===== src/rtl/clk_reset_seq.sv =====
// Core-domain sequencer: qualifies the PLL lock, holds the system reset for a
// programmable time, then emits phase-aligned clock-enable strobes.
module clk_reset_seq #(
  parameter int                        NUM_CH      = 2,
  parameter int                        DIV_W       = 8,
  parameter logic [NUM_CH*DIV_W-1:0]   DIVS        = {8'd27, 8'd4},
  parameter int                        LOCK_CYCLES = 1024,
  parameter int                        RST_HOLD    = 256
) (
  input  logic              clk,
  input  logic              rst_n,
  input  logic              pll_lock,
  input  logic              req_reset,
  output logic              ready,
  output logic              sys_rst_n,
  output logic [NUM_CH-1:0] ce,
  output logic [7:0]        loss_cnt
);

  localparam int MAX_CYC = (LOCK_CYCLES > RST_HOLD) ? LOCK_CYCLES : RST_HOLD;
  localparam int CNT_W   = (MAX_CYC > 1) ? $clog2(MAX_CYC) : 1;
  localparam logic [CNT_W-1:0] LOCK_LAST = CNT_W'(LOCK_CYCLES - 1);
  localparam logic [CNT_W-1:0] HOLD_LAST = CNT_W'(RST_HOLD - 1);

  typedef enum logic [1:0] {
    ST_WAIT,
    ST_QUALIFY,
    ST_HOLD,
    ST_RUN
  } state_e;

  state_e           state_q, state_d;
  logic [1:0]       sync_q, sync_d;
  logic [CNT_W-1:0] cnt_q, cnt_d;
  logic [7:0]       loss_q, loss_d;
  logic             ready_q, ready_d;
  logic             sys_rst_n_q, sys_rst_n_d;
  logic             lock_s;
  logic             run_stay;

  assign lock_s = sync_q[1];

  always_comb begin
    sync_d      = {sync_q[0], pll_lock};
    state_d     = state_q;
    cnt_d       = cnt_q;
    loss_d      = loss_q;
    // A software request overrides everything, including a coincident loss.
    if (req_reset) begin
      state_d = ST_WAIT;
      cnt_d   = '0;
    end else begin
      unique case (state_q)
        ST_WAIT: begin
          if (lock_s) begin
            state_d = ST_QUALIFY;
            cnt_d   = '0;
          end
        end
        ST_QUALIFY: begin
          if (!lock_s) begin
            state_d = ST_WAIT;
            cnt_d   = '0;
          end else if (cnt_q == LOCK_LAST) begin
            state_d = ST_HOLD;
            cnt_d   = '0;
          end else begin
            cnt_d = cnt_q + CNT_W'(1);
          end
        end
        ST_HOLD: begin
          if (!lock_s) begin
            state_d = ST_WAIT;
            cnt_d   = '0;
            loss_d  = (loss_q == 8'hFF) ? loss_q : loss_q + 8'd1;
          end else if (cnt_q == HOLD_LAST) begin
            state_d = ST_RUN;
            cnt_d   = '0;
          end else begin
            cnt_d = cnt_q + CNT_W'(1);
          end
        end
        ST_RUN: begin
          if (!lock_s) begin
            state_d = ST_WAIT;
            cnt_d   = '0;
            loss_d  = (loss_q == 8'hFF) ? loss_q : loss_q + 8'd1;
          end
        end
        default: begin
          state_d = ST_WAIT;
          cnt_d   = '0;
        end
      endcase
    end
    ready_d     = (state_d == ST_HOLD) || (state_d == ST_RUN);
    sys_rst_n_d = (state_d == ST_RUN);
  end

  always_ff @(posedge clk or negedge rst_n) begin
    if (!rst_n) begin
      sync_q      <= '0;
      state_q     <= ST_WAIT;
      cnt_q       <= '0;
      loss_q      <= '0;
      ready_q     <= 1'b0;
      sys_rst_n_q <= 1'b0;
    end else begin
      sync_q      <= sync_d;
      state_q     <= state_d;
      cnt_q       <= cnt_d;
      loss_q      <= loss_d;
      ready_q     <= ready_d;
      sys_rst_n_q <= sys_rst_n_d;
    end
  end

  // Dividers only advance while RUN persists; any entry to RUN restarts them at 0.
  assign run_stay = (state_q == ST_RUN) && (state_d == ST_RUN);

  for (genvar i = 0; i < NUM_CH; i++) begin : g_ch
    localparam logic [DIV_W-1:0] DIV_LAST = DIVS[i*DIV_W +: DIV_W] - DIV_W'(1);

    logic [DIV_W-1:0] c_q, c_d;
    logic             ce_q, ce_d;

    always_comb begin
      c_d  = '0;
      ce_d = 1'b0;
      if (run_stay) begin
        if (c_q == DIV_LAST) begin
          ce_d = 1'b1;
        end else begin
          c_d = c_q + DIV_W'(1);
        end
      end
    end

    always_ff @(posedge clk or negedge rst_n) begin
      if (!rst_n) begin
        c_q  <= '0;
        ce_q <= 1'b0;
      end else begin
        c_q  <= c_d;
        ce_q <= ce_d;
      end
    end

    assign ce[i] = ce_q;
  end

  assign ready     = ready_q;
  assign sys_rst_n = sys_rst_n_q;
  assign loss_cnt  = loss_q;

endmodule


===== config.mk =====
export PLATFORM = sky130hd
export DESIGN_NAME = clk_reset_seq
export DESIGN_NICKNAME = d
export VERILOG_FILES = /design/src/rtl/clk_reset_seq.sv
export SDC_FILE = /design/constraint.sdc
export NUM_CORES = 1
export LEC_CHECK = 0
export ABC_CLOCK_PERIOD_IN_PS = 1810
export CORE_MARGIN = 4
export CORE_UTILIZATION = 36
export CTS_CLUSTER_DIAMETER = 60
export CTS_CLUSTER_SIZE = 24
export DETAILED_ROUTE_END_ITERATION = 10
export GPL_TIMING_DRIVEN = 0
export HOLD_SLACK_MARGIN = 0.02
export RECOVER_POWER = 25
export SETUP_SLACK_MARGIN = 0.4
export SLEW_MARGIN = 10
export SYNTH_ARGS = -nofsm -noshare
export SYNTH_HDL_FRONTEND = slang
export SYNTH_SLANG_ARGS = --single-unit
export TNS_END_PERCENT = 1

===== constraint.sdc =====
create_clock -name clk -period 1.81 [get_ports clk]
set_input_delay 0.181 -clock clk [delete_from_list [all_inputs] [get_ports clk]]
set_output_delay 0.181 -clock clk [all_outputs]
set_load 0.02 [all_outputs]

Word level (Yosys, flattened, before mapping)
Index checks and enable logic that the tools add are counted.
{ "op_classes": {"reduce_logical": 6, "eq_ne": 12, "muxes": 24, "n_lt_le_gt_ge": 0, "bitwise_logic": 3, "div": 0, "n_mul": 0, "shifts": 0, "addsub": 4} }
{ "op_table": {"columns": ["operator", "count"], "rows": [
  ["$mux 10", 7],
  ["$pmux 10 s4", 1],
  ["$mux 8", 4],
  ["$add 8x1->8 const B", 3],
  ["$mux 2", 7],
  ["$add 10x1->10 const B", 1],
  ["$eq 10x10->1 const B", 1],
  ["$eq 10x8->1 const B", 1],
  ["$eq 2x2->1 const B", 4],
  ["$eq 8x2->1 const B", 1],
  ["$eq 8x5->1 const B", 1],
  ["$eq 8x8->1 const B", 1],
  ["$pmux 2 s4", 1],
  ["$ne 3x3->1 const B", 2],
  ["$mux 1", 4],
  ["$reduce_and 4->1", 1],
  ["$not 1->1", 3],
  ["$eq 2x1->1 const B", 1],
  ["$logic_not 2->1", 1],
  ["$reduce_and 2->1", 1],
  ["$reduce_or 2->1", 1],
  ["$logic_and 1x1->1", 1],
  ["$logic_or 1x1->1", 1]
]} }
{ "totals": {"wordCells": 59, "out_inout_bits": 12, "memories": 0, "ram_bits": 0, "reg_bits": 42, "latchBits": 0, "input_bits": 4, "romBits": 0} }

Longest topological paths before layout
{ "logic_depth": {"ltp_word": 8, "ltp_mapped": 7, "ltp_nobuf": 7} }

Worst setup path after synthesis
Ideal clock, no wire load.
{ "synth_timing": {"path_kind": "flip-flop to flip-flop", "startpoint": "register state_q[1]", "endpoint": "register g_ch[0].ce_q", "setup_time_ps": 69, "arrival_time_ps": 1792, "stages_incl_launch_ff": 7, "synth_period_minus_slack_ps": 1860, "t_required_ps": 1741, "path_slack_ps": -50, "path_buffers": 0, "path_cell_list": "dfrtp_1 > inv_1 > ha_1 > o311ai_1 > a211o_1 > o32ai_4 > and4_1"} }
{ "synth_between": {"elab_chain_cells": 7} }
{ "synth_rtl": {"columns": ["item", "line", "text"], "rows": [
  ["start: declaration", "32", "state_e state_q, state_d;"],
  ["start signal: assignment", "110", "state_q <= state_d;"],
  ["$mux 2, on equally long branches", "76, 64", null],
  ["$mux 2, on equally long branches", "72, 61", null],
  ["$pmux 2 s4 *", "53", "unique case (state_q)"],
  ["$mux 2 *", "49", "if (req_reset) begin"],
  ["$eq 2x2->1 *", null, null],
  ["net sys_rst_n_d", "37", "logic sys_rst_n_q, sys_rst_n_d;"],
  ["$logic_and 1x1->1 *", "119", "assign run_stay = (state_q == ST_RUN) && (state_d == ST_RUN);"],
  ["$mux 1 *", "130", "if (run_stay) begin"],
  ["net g_ch[0].ce_d", "125", "logic ce_q, ce_d;"],
  ["end signal: assignment", "142", "ce_q <= 1'b0;"],
  ["end signal: assignment", "145", "ce_q <= ce_d;"],
  ["end: declaration", "125", null]
]} }
Mark *: on every way through the listed nets, which the timed path passes. The rest lies on a longest branch.
A chain may end at the register's enable or synchronous reset.

Final worst setup path
{ "layout_timing": {"startpoint": "register state_q[0]", "endpoint": "register g_ch[0].c_q[4]"} }
{ "layout_between": {"elab_chain_cells": 7} }
{ "layout_rtl": {"columns": ["item", "line", "text"], "rows": [
  ["$mux 2, on equally long branches", "76, 64", null],
  ["$mux 2, on equally long branches", "72, 61", null],
  ["$pmux 2 s4 *", "53", null],
  ["$mux 2 *", "49", null],
  ["$eq 2x2->1 *", null, null],
  ["net sys_rst_n_d", "37", null],
  ["$logic_and 1x1->1 *", "119", null],
  ["$mux 8 *", "130", null],
  ["net g_ch[0].c_d[4]", "124", "logic [DIV_W-1:0] c_q, c_d;"],
  ["end signal: assignment", "141", "c_q <= '0;"],
  ["end signal: assignment", "144", "c_q <= c_d;"],
  ["end: declaration", "124", null]
]} }
Marks and branches as above.

==> impl_metrics.env <==
export IMPL_synth_nets=224
export IMPL_synth_most_common_cell="dfrtp_1"
export IMPL_antennaDiodeCount=0
export IMPL_vias=1647
export IMPL_gr_total_overflow=0
export IMPL_leakage_uw=0.00122
export IMPL_yosysSeqAreaShare=0.478
export IMPL_cts_htree_levels=2
export IMPL_clkLatencyLatePin_ns=0.31
export IMPL_synth_edf_count=0
export IMPL_fillers=551
export IMPL_cp_arrival_ns=2.10
export IMPL_path_class="reg -> reg"
export IMPL_tightest_slew_ns=0.719
export IMPL_layout_setup_ws_ns=-0.0569
export IMPL_routed_wl_microns=4380
export IMPL_synthTopCellsByCount="42 x dfrtp_1, 29 x nor2_1, 13 x nand3_1, 12 x and3_1, 12 x o21ai_0"
export IMPL_multi_input_area_sq_um=1210
export IMPL_fmax_ghz=0.536
export IMPL_dr_pass1_iters=4
export IMPL_grt_max_degree=33
export IMPL_antenna_found_initial=0
export IMPL_drc=0
export IMPL_peakVddDrop_v=0.000399
export IMPL_synth_area_leaders="dfrtp_1 48%, ha_1 5.7%, nor2_1 4.9%"
export IMPL_ys_async_sr_fraction=1.00
export IMPL_clkPwrFrac=0.239
export IMPL_die_area_sq_um=7420
export IMPL_first_global_vias=1674
export IMPL_finish_utilization=0.463
export IMPL_dp_cells=300
export IMPL_final_max_slew_violation_count=0
export IMPL_intPower_uw=1710
export IMPL_clock_skew_ns=0.0159
export IMPL_switching_power_uw=957
export IMPL_syn2layout_area_growth_pct=24.7
export IMPL_cts_sinks=42
export IMPL_endpoint_kind="flop"
export IMPL_post_drt_wl_per_cell_microns=13.9
export IMPL_cts_root_buf="clkbuf_8"
export IMPL_synth_ff_type="dfrtp_1"
export IMPL_hold_viol=0
export IMPL_dr_first_iter_drc_count=60
export IMPL_cp_max_fo=8
export IMPL_grt_util_all_layers=0.130
export IMPL_status="finished with violations"
export IMPL_viasPerCell=5.21
export IMPL_p_sw_frac=0.358
export IMPL_ant_nets=0
export IMPL_syn_cell_area_sq_um=2200
export IMPL_syn_avg_cell_area_sq_um=10.5
export IMPL_cts_tree="yes"
export IMPL_dieHeight_microns=86.2
export IMPL_slew_headroom=0.520
export IMPL_gp_congestion=0.797
export IMPL_die_width_microns=86.2
export IMPL_clkSlewWorstSetupHoldPaths_ns=0.09
export IMPL_min_period_ns=1.87
export IMPL_yosysWarnings=0
export IMPL_synth_top_cell_area_share=0.478
export IMPL_start_util=0.372
export IMPL_final_nets=254
export IMPL_holdCritPathClass="reg -> reg"
export IMPL_cp_required_ns=2.04
export IMPL_dp_slack_ns=-0.287
export IMPL_rows=28
export IMPL_power_uw=2670
export IMPL_regArea_sq_um=1050
export IMPL_cts_buffer_depth=2
export IMPL_fin_cells=316
export IMPL_cts_buffers=5
export IMPL_p_per_area_nw_per_um2=973
export IMPL_maxCapViolCount=0
export IMPL_dp_hpwl_microns=2870
export IMPL_drive_above_1_share=0.216
export IMPL_postSynthCellCount=210
export IMPL_grt_pass1_wl_microns=7740
export IMPL_power_frac_comb=0.344
export IMPL_rsz0062_at_grt="yes"
export IMPL_finalSetupViolations=20
export IMPL_synth_top_area_cell="dfrtp_1"
export IMPL_synth_seq_cells=42
export IMPL_core_sq_um=5920
export IMPL_port_buffers=14
export IMPL_seq_power_share=0.417
export IMPL_critPathLaunchType="flop"
export IMPL_ioPinCount=16
export IMPL_period_share=1.03
export IMPL_failed_checks="setup timing"
export IMPL_ys_types=46
layout make-up:
class	instances	share of cell area
buffer	6	0.0219
clock buffer	5	0.0251
clock inverter	3	0.00866
inverter	7	0.0114
multi-input combinational	155	0.442
sequential	42	0.384
tap	75	0.0342
timing repair buffer	23	0.0730
cells by family (layout without fill, tap and decap cells):
family / after synthesis / in the layout / synth area share
flops: 42 / 42 / 0.478
xor+xnor: 19 / 19 / 0.0757
simple gates: 91 / 91 / 0.235
buf+inv: 13 / 44 / 0.0290
fa+ha+maj: 10 / 10 / 0.0569
mux: 2 / 2 / 0.00967
compound gates: 33 / 33 / 0.116
sequential cells by signal, summed over array words and instances (netlist names):
| register | count |
|---|---|
| g_ch.c_q | 16 |
| cnt_q | 10 |
| loss_cnt | 8 |
| g_ch.ce_q | 2 |
| state_q | 2 |
| sync_q | 2 |
| ready | 1 |
| sys_rst_n | 1 |
worst max-delay path, stage by stage, from the launching register on:
cell and delay [ns]:
dfrtp_2 0.48, inv_4 0.11, ha_4 0.20, o311ai_4 0.12, a211o_1 0.28, o32ai_4 0.25
buf_12 0.16, nand2_4 0.08, nor2_1 0.12
cells in the final DEF (no fill, tap or decap), drive strengths merged, types with 8 or more instances in the layout:
| cell | n |
|---|---|
| xnor2 | 9 |
| clkbuf | 8 |
| nand2 | 11 |
| nand3 | 15 |
| nor2 | 29 |
| buf | 14 |
| dfrtp | 42 |
| dlygate4sd2 | 10 |
| xor2 | 10 |
| o21ai | 13 |
| ha | 10 |
| inv | 8 |
| and3 | 12 |
power by group through the flow:
stage	registers (uW)	clock network [uW]	logic, uW
final	1110	637	918
after global routing	1130	699	991
after CTS	1110	663	877
after detailed placement	1140	0	668
after global placement	1140	0	665
after floorplan	1180	0	399
stage by stage:
step | TNS [ns] | hold slack [ns] | cell area (sq um)
finish | -0.701 | 0.354 | 2740
global route | -3.07 | 0.356 | 2740
CTS | -0.409 | 0.282 | 2730
detailed placement | -4.41 | 0.0789 | 2490
global placement | -31.97 | 0.333 | 2480
floorplan | 0 | -0.115 | 2240
routing by layer:
| metal | global-route usage | vias up | wire length [microns] |
|---|---|---|---|
| li1 | - | 807 | - |
| met1 | 0.162 | 805 | 2030 |
| met2 | 0.215 | 27 | 2140 |
| met3 | 0.0355 | 8 | 139 |
| met4 | 0.0489 | 0 | 68 |
| met5 | 0 | - | 0 |
repair_timing:
action	CTS	global route
buffers inserted	7	0
pin swaps	22	7
setup endpoints to repair	52	40
hold buffers	1	0
gates resized for setup	36	5
hold endpoints to repair	10	0
worst paths after layout:
path	start	end	slack, ns	cells after the start
min in group asynchronous	rst_n	sys_rst_n$_DFF_PN0_	0.37	2
max	state_q[0]$_DFF_PN0_	g_ch[0].c_q[4]$_DFF_PN0_	-0.06	8
min	sync_q[0]$_DFF_PN0_	sync_q[1]$_DFF_PN0_	0.35	0
max in group asynchronous	rst_n	state_q[0]$_DFF_PN0_	0.28	3
min reg2reg	sync_q[0]$_DFF_PN0_	sync_q[1]$_DFF_PN0_	0.35	0
max reg2reg	state_q[0]$_DFF_PN0_	g_ch[0].c_q[4]$_DFF_PN0_	-0.06	8
No activity file was read; power rests on OpenSTA's default activity.
